$ cat src/rtl/mux_nto1_hs_pkg.sv
// Shared constants and types for the N-to-1 handshake selector (mux_nto1_hs).
package mux_nto1_hs_pkg;

  localparam int   INTERNAL_BITS  = 32;
  localparam logic MUX_MODE_FIXED = 1'b0;
  localparam logic MUX_MODE_RR    = 1'b1;

  typedef enum logic {
    OBUF_EMPTY = 1'b0,
    OBUF_FULL  = 1'b1
  } obuf_state_t;

  // Channel index increment with wrap back to 0 after n-1.
  function automatic int unsigned wrap_inc(input int unsigned v, input int unsigned n);
    return (v + 1 >= n) ? 0 : v + 1;
  endfunction

endpackage

$ cat src/rtl/mux_nto1_hs_if.sv
// Bus bundle for mux_nto1_hs: per-channel input lanes, select/mode, registered output.
// Handshake: a beat moves on a lane when its valid and ready are both high at a rising
// edge; valid never waits on ready, and ready may depend combinationally on valid.
interface mux_nto1_hs_if #(
  parameter int DATA_W = mux_nto1_hs_pkg::INTERNAL_BITS,
  parameter int NUM_CH = 4,
  parameter int SEL_W  = $clog2(NUM_CH)
) ();

  logic [NUM_CH*DATA_W-1:0]      in_data;
  logic [NUM_CH-1:0]             in_valid;
  logic [NUM_CH-1:0]             in_ready;
  logic [SEL_W-1:0]              sel;
  logic                          mode;
  logic [DATA_W-1:0]             out_data;
  logic [SEL_W-1:0]              out_ch;
  logic                          out_valid;
  logic                          out_ready;
  mux_nto1_hs_pkg::obuf_state_t  dbg_state;

  modport master (
    output in_data, in_valid, sel, mode, out_ready,
    input  in_ready, out_data, out_ch, out_valid, dbg_state
  );

  modport slave (
    input  in_data, in_valid, sel, mode, out_ready,
    output in_ready, out_data, out_ch, out_valid, dbg_state
  );

endinterface

$ cat src/rtl/mux_nto1_hs_rr_arbiter.sv
// Combinational round-robin arbiter: first requester at or after ptr wins, wrapping to 0.
module mux_nto1_hs_rr_arbiter #(
  parameter int NUM_CH = 4,
  parameter int SEL_W  = $clog2(NUM_CH)
) (
  input  logic [NUM_CH-1:0] req,
  input  logic [SEL_W-1:0]  ptr,
  output logic [NUM_CH-1:0] grant,
  output logic [SEL_W-1:0]  grant_idx
);

  logic found;

  // Two ascending passes: channels >= ptr first, then the wrapped part below ptr.
  always_comb begin
    grant     = '0;
    grant_idx = '0;
    found     = 1'b0;
    for (int i = 0; i < NUM_CH; i++) begin
      if (!found && req[i] && (i >= int'(ptr))) begin
        grant[i]  = 1'b1;
        grant_idx = SEL_W'(i);
        found     = 1'b1;
      end
    end
    for (int i = 0; i < NUM_CH; i++) begin
      if (!found && req[i] && (i < int'(ptr))) begin
        grant[i]  = 1'b1;
        grant_idx = SEL_W'(i);
        found     = 1'b1;
      end
    end
  end

endmodule

$ cat src/rtl/mux_nto1_hs.sv
// mux_nto1_hs: N-to-1 selector with per-lane valid/ready and a one-deep registered output.
// Round-robin arbitration is built only when MUX_RR_EN is defined; otherwise fixed select only.
module mux_nto1_hs
  import mux_nto1_hs_pkg::*;
#(
  parameter int DATA_W = INTERNAL_BITS,
  parameter int NUM_CH = 4,
  parameter int SEL_W  = $clog2(NUM_CH)
) (
  input logic          clk,
  input logic          rst_n,
  mux_nto1_hs_if.slave bus
);

  obuf_state_t       state_q, state_d;
  logic              load_en;
  logic              xfer;
  logic [NUM_CH-1:0] fixed_grant;
  logic [NUM_CH-1:0] grant;
  logic [NUM_CH-1:0] in_ready_w;
  logic [SEL_W-1:0]  grant_idx;
  logic [DATA_W-1:0] sel_data;
  logic [DATA_W-1:0] out_data_q;
  logic [SEL_W-1:0]  out_ch_q;

  // An out-of-range sel matches no channel and so grants nothing.
  always_comb begin
    fixed_grant = '0;
    for (int i = 0; i < NUM_CH; i++) begin
      if (int'(bus.sel) == i) fixed_grant[i] = bus.in_valid[i];
    end
  end

`ifdef MUX_RR_EN
  logic [SEL_W-1:0]  rr_ptr;
  logic [SEL_W-1:0]  rr_idx;
  logic [NUM_CH-1:0] rr_grant;
  logic              use_rr;

  mux_nto1_hs_rr_arbiter #(
    .NUM_CH (NUM_CH),
    .SEL_W  (SEL_W)
  ) u_rr_arbiter (
    .req       (bus.in_valid),
    .ptr       (rr_ptr),
    .grant     (rr_grant),
    .grant_idx (rr_idx)
  );

  assign use_rr    = (bus.mode == MUX_MODE_RR);
  assign grant     = use_rr ? rr_grant : fixed_grant;
  assign grant_idx = use_rr ? rr_idx : bus.sel;

  // Pointer follows every accepted beat, whichever mode granted it.
  always_ff @(posedge clk or negedge rst_n) begin
    if (!rst_n) begin
      rr_ptr <= '0;
    end else if (xfer) begin
      rr_ptr <= SEL_W'(wrap_inc(int'(grant_idx), NUM_CH));
    end
  end
`else
  logic unused_mode;

  assign unused_mode = bus.mode;
  assign grant       = fixed_grant;
  assign grant_idx   = bus.sel;
`endif

  assign load_en    = (state_q == OBUF_EMPTY) || bus.out_ready;
  assign in_ready_w = rst_n ? (grant & {NUM_CH{load_en}}) : '0;
  assign xfer       = |(bus.in_valid & in_ready_w);

  always_comb begin
    sel_data = '0;
    for (int i = 0; i < NUM_CH; i++) begin
      if (grant[i]) sel_data = bus.in_data[i*DATA_W +: DATA_W];
    end
  end

  always_ff @(posedge clk or negedge rst_n) begin
    if (!rst_n) state_q <= OBUF_EMPTY;
    else        state_q <= state_d;
  end

  // A load while draining keeps the register FULL with the new beat.
  always_comb begin
    state_d = state_q;
    case (state_q)
      OBUF_EMPTY: if (xfer) state_d = OBUF_FULL;
      OBUF_FULL:  if (!xfer && bus.out_ready) state_d = OBUF_EMPTY;
      default:    state_d = OBUF_EMPTY;
    endcase
  end

  always_ff @(posedge clk or negedge rst_n) begin
    if (!rst_n) begin
      out_data_q <= '0;
      out_ch_q   <= '0;
    end else if (xfer) begin
      out_data_q <= sel_data;
      out_ch_q   <= grant_idx;
    end
  end

  assign bus.in_ready  = in_ready_w;
  assign bus.out_data  = out_data_q;
  assign bus.out_ch    = out_ch_q;
  assign bus.out_valid = (state_q == OBUF_FULL);
  assign bus.dbg_state = state_q;

endmodule
$ cat src/flat_wrapper.sv
// flat-port wrapper written by rule: the top's interface ports become plain ports
module mux_nto1_hs_flat import mux_nto1_hs_pkg::*;
#(
  parameter int DATA_W = INTERNAL_BITS,
  parameter int NUM_CH = 4,
  parameter int SEL_W  = $clog2(NUM_CH)
)
  (clk, rst_n, bus_in_data, bus_in_valid, bus_sel, bus_mode, bus_out_ready, bus_in_ready, bus_out_data, bus_out_ch, bus_out_valid, bus_dbg_state);
  mux_nto1_hs_if #(.DATA_W(DATA_W), .NUM_CH(NUM_CH), .SEL_W(SEL_W)) bus_i ();
  input logic clk;
  input logic rst_n;
  input wire logic [$bits(bus_i.in_data)-1:0] bus_in_data;
  input wire logic [$bits(bus_i.in_valid)-1:0] bus_in_valid;
  input wire logic [$bits(bus_i.sel)-1:0] bus_sel;
  input wire logic [$bits(bus_i.mode)-1:0] bus_mode;
  input wire logic [$bits(bus_i.out_ready)-1:0] bus_out_ready;
  output wire logic [$bits(bus_i.in_ready)-1:0] bus_in_ready;
  output wire logic [$bits(bus_i.out_data)-1:0] bus_out_data;
  output wire logic [$bits(bus_i.out_ch)-1:0] bus_out_ch;
  output wire logic [$bits(bus_i.out_valid)-1:0] bus_out_valid;
  output wire logic [$bits(bus_i.dbg_state)-1:0] bus_dbg_state;
  assign bus_i.in_data = bus_in_data;
  assign bus_i.in_valid = bus_in_valid;
  assign bus_i.sel = bus_sel;
  assign bus_i.mode = bus_mode;
  assign bus_i.out_ready = bus_out_ready;
  assign bus_in_ready = bus_i.in_ready;
  assign bus_out_data = bus_i.out_data;
  assign bus_out_ch = bus_i.out_ch;
  assign bus_out_valid = bus_i.out_valid;
  assign bus_dbg_state = bus_i.dbg_state;
  mux_nto1_hs #(.DATA_W(DATA_W), .NUM_CH(NUM_CH), .SEL_W(SEL_W)) u_core (.clk(clk), .rst_n(rst_n), .bus(bus_i));
endmodule
$ cat config.mk
export PLATFORM = sky130hd
export DESIGN_NAME = mux_nto1_hs_flat
export DESIGN_NICKNAME = d
export VERILOG_FILES = /design/src/rtl/mux_nto1_hs_pkg.sv /design/src/rtl/mux_nto1_hs_if.sv /design/src/rtl/mux_nto1_hs_rr_arbiter.sv /design/src/rtl/mux_nto1_hs.sv /design/src/flat_wrapper.sv
export SDC_FILE = /design/constraint.sdc
export NUM_CORES = 1
export LEC_CHECK = 0
export CAP_MARGIN = 20
export CORE_UTILIZATION = 40
export CTS_CLUSTER_DIAMETER = 200
export CTS_CLUSTER_SIZE = 8
export DETAILED_ROUTE_END_ITERATION = 6
export PLACE_DENSITY = 0.84
export SYNTH_ARGS = -nofsm -noshare
export SYNTH_HDL_FRONTEND = slang
export SYNTH_HIERARCHICAL = 1
export SYNTH_SLANG_ARGS = --single-unit
$ cat constraint.sdc
create_clock -name clk -period 1.7 [get_ports clk]
set_input_delay 0.34 -clock clk [delete_from_list [all_inputs] [get_ports clk]]
set_output_delay 0.34 -clock clk [all_outputs]
set_load 0.005 [all_outputs]
Word level (Yosys, flattened, before mapping)
Index checks and enable logic that the tools add are counted.
W data, S select, Z words.

word-level totals
  bits in registers = 35
  bits in latches = 0
  RAM bits = 0
  memory bits (read-only) = 0
  input port bits = 138
  output and inout port bits = 40
  word-level logic and storage cells = 26
  memories = 0

operators by class
  add/sub/neg operators = 0
  multipliers = 0
  divide/modulo/power cells = 0
  magnitude comparators = 0
  equality and inequality tests = 3
  shift-type cells = 0
  mux-type cells = 12
  bitwise logic cells = 3
  reductions and logical operators = 5

operator list
  kind                  number
  $mux W32              4
  $and A4 B4 Y4         2
  $mux W1               6
  $eq A2 B2 Y1 const B  2
  $mux W4               1
  $reduce_or A4 Y1      1
  $eq A2 B1 Y1 const B  1
  $logic_not A2 Y1      1
  $pmux W1 S2           1
  $logic_and A1 B1 Y1   1
  $logic_not A1 Y1      1
  $logic_or A1 B1 Y1    1
  $not A1 Y1            1

Logic depth before layout (Yosys ltp)
Gate-level depths: netlist of run 1.

  word-level depth = 10
  mapped depth = 6
  depth with buffers taken out = 3

Worst setup path after synthesis of run 1
Ideal clock, no wire load.

  kind = register -> output
  from = reg u_core.state_q, in the netlist u_core/bus.dbg_state
  to = out bus_in_ready[2]
  data arrival time = 1.359 ns
  data required time = 1.360 ns
  slack = 0.001 ns
  cell stages (with the launch flop) = 6
  path buffers = 2
  cell sequence = dfrtp_1 -> nand2b_1 -> buf_2 -> clkbuf_1 -> nand3_1 -> nor3b_1

between the ends
  word-level cells in the longest chain between the ends = 4

RTL lines
  element                 line                source
  from (decl)             mux_nto1_hs.sv:15   obuf_state_t state_q, state_d;
  from (signal assigned)  mux_nto1_hs.sv:83   else state_q <= state_d;
  $not A1 Y1              mux_nto1_hs.sv:70   assign load_en = (state_q == OBUF_EMPTY) || bus.out_ready;
  $logic_or A1 B1 Y1      mux_nto1_hs.sv:70
  $and A4 B4 Y4           mux_nto1_hs.sv:71   assign in_ready_w = rst_n ? (grant & {NUM_CH{load_en}}) : '0;
  $mux W4                 mux_nto1_hs.sv:71
  to (decl)               flat_wrapper.sv:17  output wire logic [$bits(bus_i.in_ready)-1:0] bus_in_ready;

Every way passes these cells.

Worst setup path after layout of run 1
  from = in bus_in_valid[2]
  to = reg u_core.out_data_q[7], in the netlist u_core/bus.out_data[7]

between the ends
  word-level cells in the longest chain between the ends = 5
  elaborated cells between the ends (all ways) = 7
  those cells by class = mux (4); bitwise (2); reduce/logical (1)

RTL lines
  element               line                source
  from (decl)           flat_wrapper.sv:13  input wire logic [$bits(bus_i.in_valid)-1:0] bus_in_valid;
  $mux W1               mux_nto1_hs.sv:30   if (int'(bus.sel) == i) fixed_grant[i] = bus.in_valid[i];
  $and A4 B4 Y4         mux_nto1_hs.sv:71
  $mux W4               mux_nto1_hs.sv:71
  $and A4 B4 Y4         mux_nto1_hs.sv:72   assign xfer = |(bus.in_valid & in_ready_w);
  $reduce_or A4 Y1      mux_nto1_hs.sv:72
  to (signal assigned)  mux_nto1_hs.sv:101  out_data_q <= sel_data;
  to (decl)             mux_nto1_hs.sv:23   logic [DATA_W-1:0] out_data_q;

Several ways; a longest one is shown, not always the timed one.
A chain may end at the register's enable or synchronous reset.

==> results of run 1 <==
==> placed cells by master (no fill, tap or decap), types with 6 or more instances in the layout <==
cell / netlist / final
nand3b_1: 31 / 31
clkdlybuf4s50_1: 0 / 164
nor4bb_1: 19 / 19
a31o_1: 30 / 30
buf_2: 6 / 7
or3b_2: 29 / 29
a21boi_0: 29 / 29
dfrtp_1: 35 / 35
a2111oi_1: 0 / 9
clkbuf_8: 0 / 7
o31ai_1: 30 / 30
buf_6: 8 / 6
inv_1: 32 / 32
a2111oi_0: 29 / 20
buf_4: 1 / 40
and4bb_2: 7 / 7
==> worst paths after layout <==
| kind | from | end | slack, ns | depth (start not counted) |
|---|---|---|---|---|
| worst min register to register | u_core/bus.out_ch[0]$_DFFE_PN0P_ | u_core/bus.out_ch[0]$_DFFE_PN0P_ | 0.53 | 1 |
| worst max-delay path | bus_in_valid[2] | u_core/bus.out_data[7]$_DFFE_PN0P_ | 0.05 | 5 |
| min in group clk | u_core/bus.out_ch[0]$_DFFE_PN0P_ | u_core/bus.out_ch[0]$_DFFE_PN0P_ | 0.53 | 1 |
| max in group asynchronous | rst_n | u_core/bus.out_data[27]$_DFFE_PN0P_ | 0.99 | 4 |
| worst min-delay path | rst_n | u_core/bus.out_data[22]$_DFFE_PN0P_ | 0.22 | 2 |
| worst max register to register | u_core/bus.dbg_state$_DFF_PN0_ | u_core/bus.out_data[29]$_DFFE_PN0P_ | 0.18 | 6 |
==> metal layers <==
| layer | routed length (um) | track usage | up-vias |
|---|---|---|---|
| li1 | - | - | 1782 |
| met1 | 4750 | 0.342 | 1821 |
| met2 | 6040 | 0.483 | 225 |
| met3 | 1210 | 0.0650 | 28 |
| met4 | 355 | 0.129 | 0 |
| met5 | 0 | 0 | - |
==> state kept, by name (all words and copies together), names as in the netlist <==
register and cells:
u_core/bus.out_data 32, u_core/bus.dbg_state 1, u_core/bus.out_ch 2
==> cell type report <==
cell class	instances	area [sq um]
fill	635	2420
timing repair buffer	225	2150
multi-input combinational	245	2100
sequential	35	876
tap	102	128
inverter	32	120
clock buffer	8	100
==> logic make-up after synthesis <==
family                 share of synthesized area
DFF                                        0.263
buffers and inverters                      0.119
AOI/OAI and AO/OA                          0.315
muxes                                     0.0132
and+or+nand+nor                            0.289
==> worst register-to-register path, cell delays in order (launching register included) <==
cell,delay (ns)
dfrtp_1,0.41
nand2b_4,0.11
buf_6,0.12
buf_8,0.18
nand3_4,0.14
buf_4,0.21
o31ai_1,0.27
==> power breakdown <==
group	switching (uW)	leakage [uW]	internal, uW
clock	304	0.0000515	370
combinational	607	0.00166	1000
sequential	107	0.000446	1020
==> per-stage QoR <==
stage | utilization | setup TNS, ns
6_report | 0.693 | 0
5_1_grt | 0.693 | -0.0570
4_1_cts | 0.690 | -0.00651
3_5_place_dp | 0.674 | -17.04
3_3_place_gp | 0.674 | -16.56
2_1_floorplan | - | 0
==> timing repair <==
action,CTS,global route
resized for setup,36,8
hold endpoints to repair,0,0
hold buffers,0,0
setup buffers,1,0
pin swaps,3,1
endpoints found under the setup margin,39,11
==> reports/results.txt, run 1 <==
LEAKAGE -> 0.00215 uW
TritonCTS Sinks -> 35
CP Class -> primary input to register
Placed Area -> 5310 sq um
post-layout minimum cycle time -> 1.65 ns
Worst path max stage delay -> 0.45 ns
All-Layer GR Usage -> 0.285
row count -> 32
yosys synthesis warning count -> 6
Top-Level Pins -> 178
top cell type by total area after synthesis -> dfrtp_1
top cell type's share of synthesized area -> 0.263
Worst Setup Start Kind -> primary input
hold slack final -> 0.219 ns
Tcrit/Tclk final -> 0.969
critical-path cell list -> dlygate4sd2_1 > buf_4 > or3b_2 > a21boi_0 > o31ai_1
number of global-route vias before repair -> 3951
placed cell count -> 638
commonest cells in the synthesized netlist -> 35 x dfrtp_1, 32 x clkbuf_1, 32 x inv_1
Avg Cell Area, Syn -> 9.09 sq um
final non-filler cell total -> 647
Fin. Hold Viols -> 0
Largest delay share family, worst path -> buffers and inverters
fin. max-slew vios -> 0
CTS Buf Count -> 5
effective utilization at floorplan -> 0.422
NumNets Final -> 682
Bufs and invs on worst path -> 2
CTS tree -> done
VDD IR max -> 0.373 mV
drt pass-1 iters -> 5
worst-skew pair later-pin latency -> 0.28 ns
Final Skew -> 0.00687 ns
worst-margin pin slew -> 0.579 ns
largest net degree at the start of global routing -> 38
clock slew at reported path FFs -> 0.08 ns
critical path's slowest cell -> or3b_2
Critical Path AT -> 1.79 ns
via count -> 3856
CP Capture Type -> register
worst-case clock buffer depth -> 2
synthesized net count -> 504
#FFs+latches synth -> 35
Post-synth ARST share -> 1.00
Required @ worst endpoint -> 1.84 ns
layout cells sized above 1 -> 0.196
Die ar. -> 8690 sq um
buffers added on ports -> 176
drt total wl -> 12.4 mm
ANT cells -> 0
clock root buffer -> clkbuf_8
final worst slack -> 0.0535 ns
DRC viols -> 0
gr ovfl total -> 0
GP Congestion -> 0.838
status -> complete, no violations
Core Box Area -> 7890 sq um
Max-Cap Viols -> 0
total number of H-tree levels -> 2
Routed WL per cell -> 19.1 um
sequential area share after synthesis -> 0.263
Area growth, synth to finish -> 64.3%
Netlist cell types -> 37
dpl ws -> -0.489 ns
finished layout cell area -> 5470 sq um
global-route wire length before repair -> 19.3 mm
most frequent cell after synthesis -> dfrtp_1
Detail Route Antenna Nets -> 0
Pwr Total -> 3410 uW
DP HPWL -> 9.25 mm
Initial DRC Count -> 176
number of synthesized flops with an enable pin -> 0
FMAX -> 0.607 GHz
Die W -> 93.2 um
relative slew slack -> 0.604
final setup violation count -> 0
Top FF cell, synth -> dfrtp_1
Crit Path Max Fanout -> 8
antenna violations before repair -> 0
Post-Syn Area -> 3330 sq um
Post-Synthesis Cells -> 366
HP Class -> primary input to async pin
vias per cell -> 5.96
Vert. Die Dim -> 93.2 um
synth top area cells -> dfrtp_1 26%, a31o_1 7.9%, a2111oi_0 7.6%, or3b_2 7.6%, nand3b_1 7.0%
pwr dens -> 624 nW/um^2
Note: power is estimated with default switching activity, not from simulation.
==> inputs of run 2 (changes only) <==
Settings changed: CORE_UTILIZATION 40 to 39, PLACE_DENSITY 0.84 to 0.85, SYNTH_HIERARCHICAL 1 to default.
Clock period 1.7 ns to 1.6 ns, I/O delays scaled along.
==> reports/results.txt, run 2 <==
Worst Setup Start Kind -> register
critical path's slowest cell -> dfrtp_1
synthesized net count -> 428
DRC viols -> 0
global-route wire length before repair -> 16.7 mm
number of global-route vias before repair -> 3328
Detail Route Antenna Nets -> 0
most common cell after layout, fill and taps aside -> clkdlybuf4s50_1
CTS tree -> done
pwr dens -> 658 nW/um^2
Final Core Density -> 0.693
LEAKAGE -> 0.00210 uW
final setup violation count -> 0
Fin. Hold Viols -> 0
All-Layer GR Usage -> 0.259
worst-skew pair later-pin latency -> 0.29 ns
Routed WL per cell -> 18.7 um
Pwr Total -> 3360 uW
Required @ worst endpoint -> 1.28 ns
worst-case clock buffer depth -> 2
top cell type's share of synthesized area -> 0.291
Core Box Area -> 7370 sq um
via count -> 3364
# hold bufs at CTS -> 0
RSZ-0062 raised after global routing -> true
Max-Cap Viols -> 0
ANT cells -> 0
Netlist cell types -> 24
Post-Syn Area -> 3010 sq um
TritonCTS Sinks -> 35
relative slew slack -> 0.668
Initial DRC Count -> 115
FMAX -> 0.635 GHz
row count -> 31
placed cell count -> 547
Die W -> 89.9 um
drt total wl -> 10.5 mm
Tcrit/Tclk final -> 0.985
Vert. Die Dim -> 89.9 um
Post-Synthesis Cells -> 290
sequential area share after synthesis -> 0.291
CP Capture Type -> primary output
Critical Path AT -> 1.26 ns
fin. max-slew vios -> 0
Largest register FFs -> 32
Area growth, synth to finish -> 69.4%
vias per cell -> 6.01
clock slew at reported path FFs -> 0.08 ns
final non-filler cell total -> 560
critical-path cell list -> nand2b_4 > nand2_2 > nor4b_2 > buf_2
post-layout minimum cycle time -> 1.58 ns
top cell type by total area after synthesis -> dfrtp_1
CP Class -> register to primary output
clock root buffer -> clkbuf_8
layout cells sized above 1 -> 0.189
GP Congestion -> 0.906
drt pass-1 iters -> 4
antenna violations before repair -> 0
number of synthesized flops with an enable pin -> 0
yosys synthesis warning count -> 0
gr ovfl total -> 0
Post-synth ARST share -> 1.00
total number of H-tree levels -> 2
CTS Buf Count -> 5
Fill cells -> 549
largest net degree at the start of global routing -> 65
most frequent cells in the layout -> 162 x clkdlybuf4s50_1, 64 x nand4b_1, 64 x nand4_1
Top FF cell, synth -> dfrtp_1
hold slack final -> 0.0350 ns
commonest cells in the synthesized netlist -> 64 x nand4_1, 64 x nand4b_1, 35 x dfrtp_1
Final Skew -> 0.00543 ns
finished layout cell area -> 5100 sq um
Worst path max stage delay -> 0.42 ns
Crit Path Max Fanout -> 3
#FFs+latches synth -> 35
buffers added on ports -> 176
Die ar. -> 8080 sq um
Top-Level Pins -> 178
effective utilization at floorplan -> 0.409
DP HPWL -> 7.68 mm
Avg Cell Area, Syn -> 10.4 sq um
VDD IR max -> 0.301 mV
NumNets Final -> 598
synth top area cells -> dfrtp_1 29%, nand4b_1 19%, mux2_4 14%, nand4_1 13%, or4bb_1 12%
status -> complete, no violations
HP Class -> primary input to async pin
worst-margin pin slew -> 0.499 ns
Placed Area -> 4930 sq um
## run 2: what timing repair did
item / CTS / global route
setup endpoints to repair: 39 / 10
pin swaps: 3 / 2
gates cloned: 1 / 0
buffers inserted: 2 / 2
resized for setup: 38 / 0
## run 2: logic make-up after synthesis
kind of cell / count (synthesis) / share of synthesized area
DFF: 35 / 0.291
buffers and inverters: 48 / 0.0760
muxes: 35 / 0.169
AOI/OAI and AO/OA: 1 / 0.00291
and+or+nand+nor: 171 / 0.461
## run 2: worst max-delay path: cells and delay by family (launching register included)
| kind | cells | cell delay [ns] |
|---|---|---|
| buf+inv | 1 | 0.15 |
| flops | 1 | 0.42 |
| simple gates | 3 | 0.39 |
## run 2: layer usage
metal	up-vias	GRT usage	routed length, um
li1	1534	-	-
met1	1648	0.309	4210
met2	162	0.457	5360
met3	20	0.0660	729
met4	0	0.0780	189
met5	-	0	0
## run 2: area by class of cell
| type | instances | area [sq um] | area share |
|---|---|---|---|
| repair buffers | 211 | 2090 | 0.409 |
| multi-input cells | 207 | 1930 | 0.379 |
| flip-flops and latches | 35 | 876 | 0.172 |
| well taps | 99 | 124 | 0.0243 |
| clock buffers | 5 | 68.8 | 0.0135 |
| clock inverters | 3 | 15.0 | 0.00294 |
## run 2: final timing paths
check                                                    start                             endpoint  slack [ns]  cells after the start
setup / recovery                u_core.bus.dbg_state$_DFF_PN0_                      bus_in_ready[0]        0.02                      4
hold reg to reg            u_core.bus.out_data[13]$_DFFE_PN0P_  u_core.bus.out_data[13]$_DFFE_PN0P_        0.50                      1
min in group clk                                    bus_sel[1]     u_core.bus.out_ch[1]$_DFFE_PN0P_        0.47                      4
setup reg to reg                u_core.bus.dbg_state$_DFF_PN0_   u_core.bus.out_data[8]$_DFFE_PN0P_        0.04                      7
max in group asynchronous                                rst_n  u_core.bus.out_data[24]$_DFFE_PN0P_        1.19                      2
hold / removal                                           rst_n     u_core.bus.out_ch[0]$_DFFE_PN0P_        0.04                      2
## run 2: metrics by stage
step / setup WS [ns] / TNS [ns]
detailed placement: -0.572 / -18.64
finish: 0.0247 / 0
global route: -0.0402 / -0.0743
floorplan: -0.0423 / -1.12
CTS: -0.0440 / -0.0440
global placement: -0.518 / -17.72
## run 2: where the power goes
part	leakage (uW)	internal [uW]	total [uW]	switching, uW
sequential	0.000453	1070	1200	126
clock	0.0000477	298	633	335
combinational	0.00159	1040	1530	484
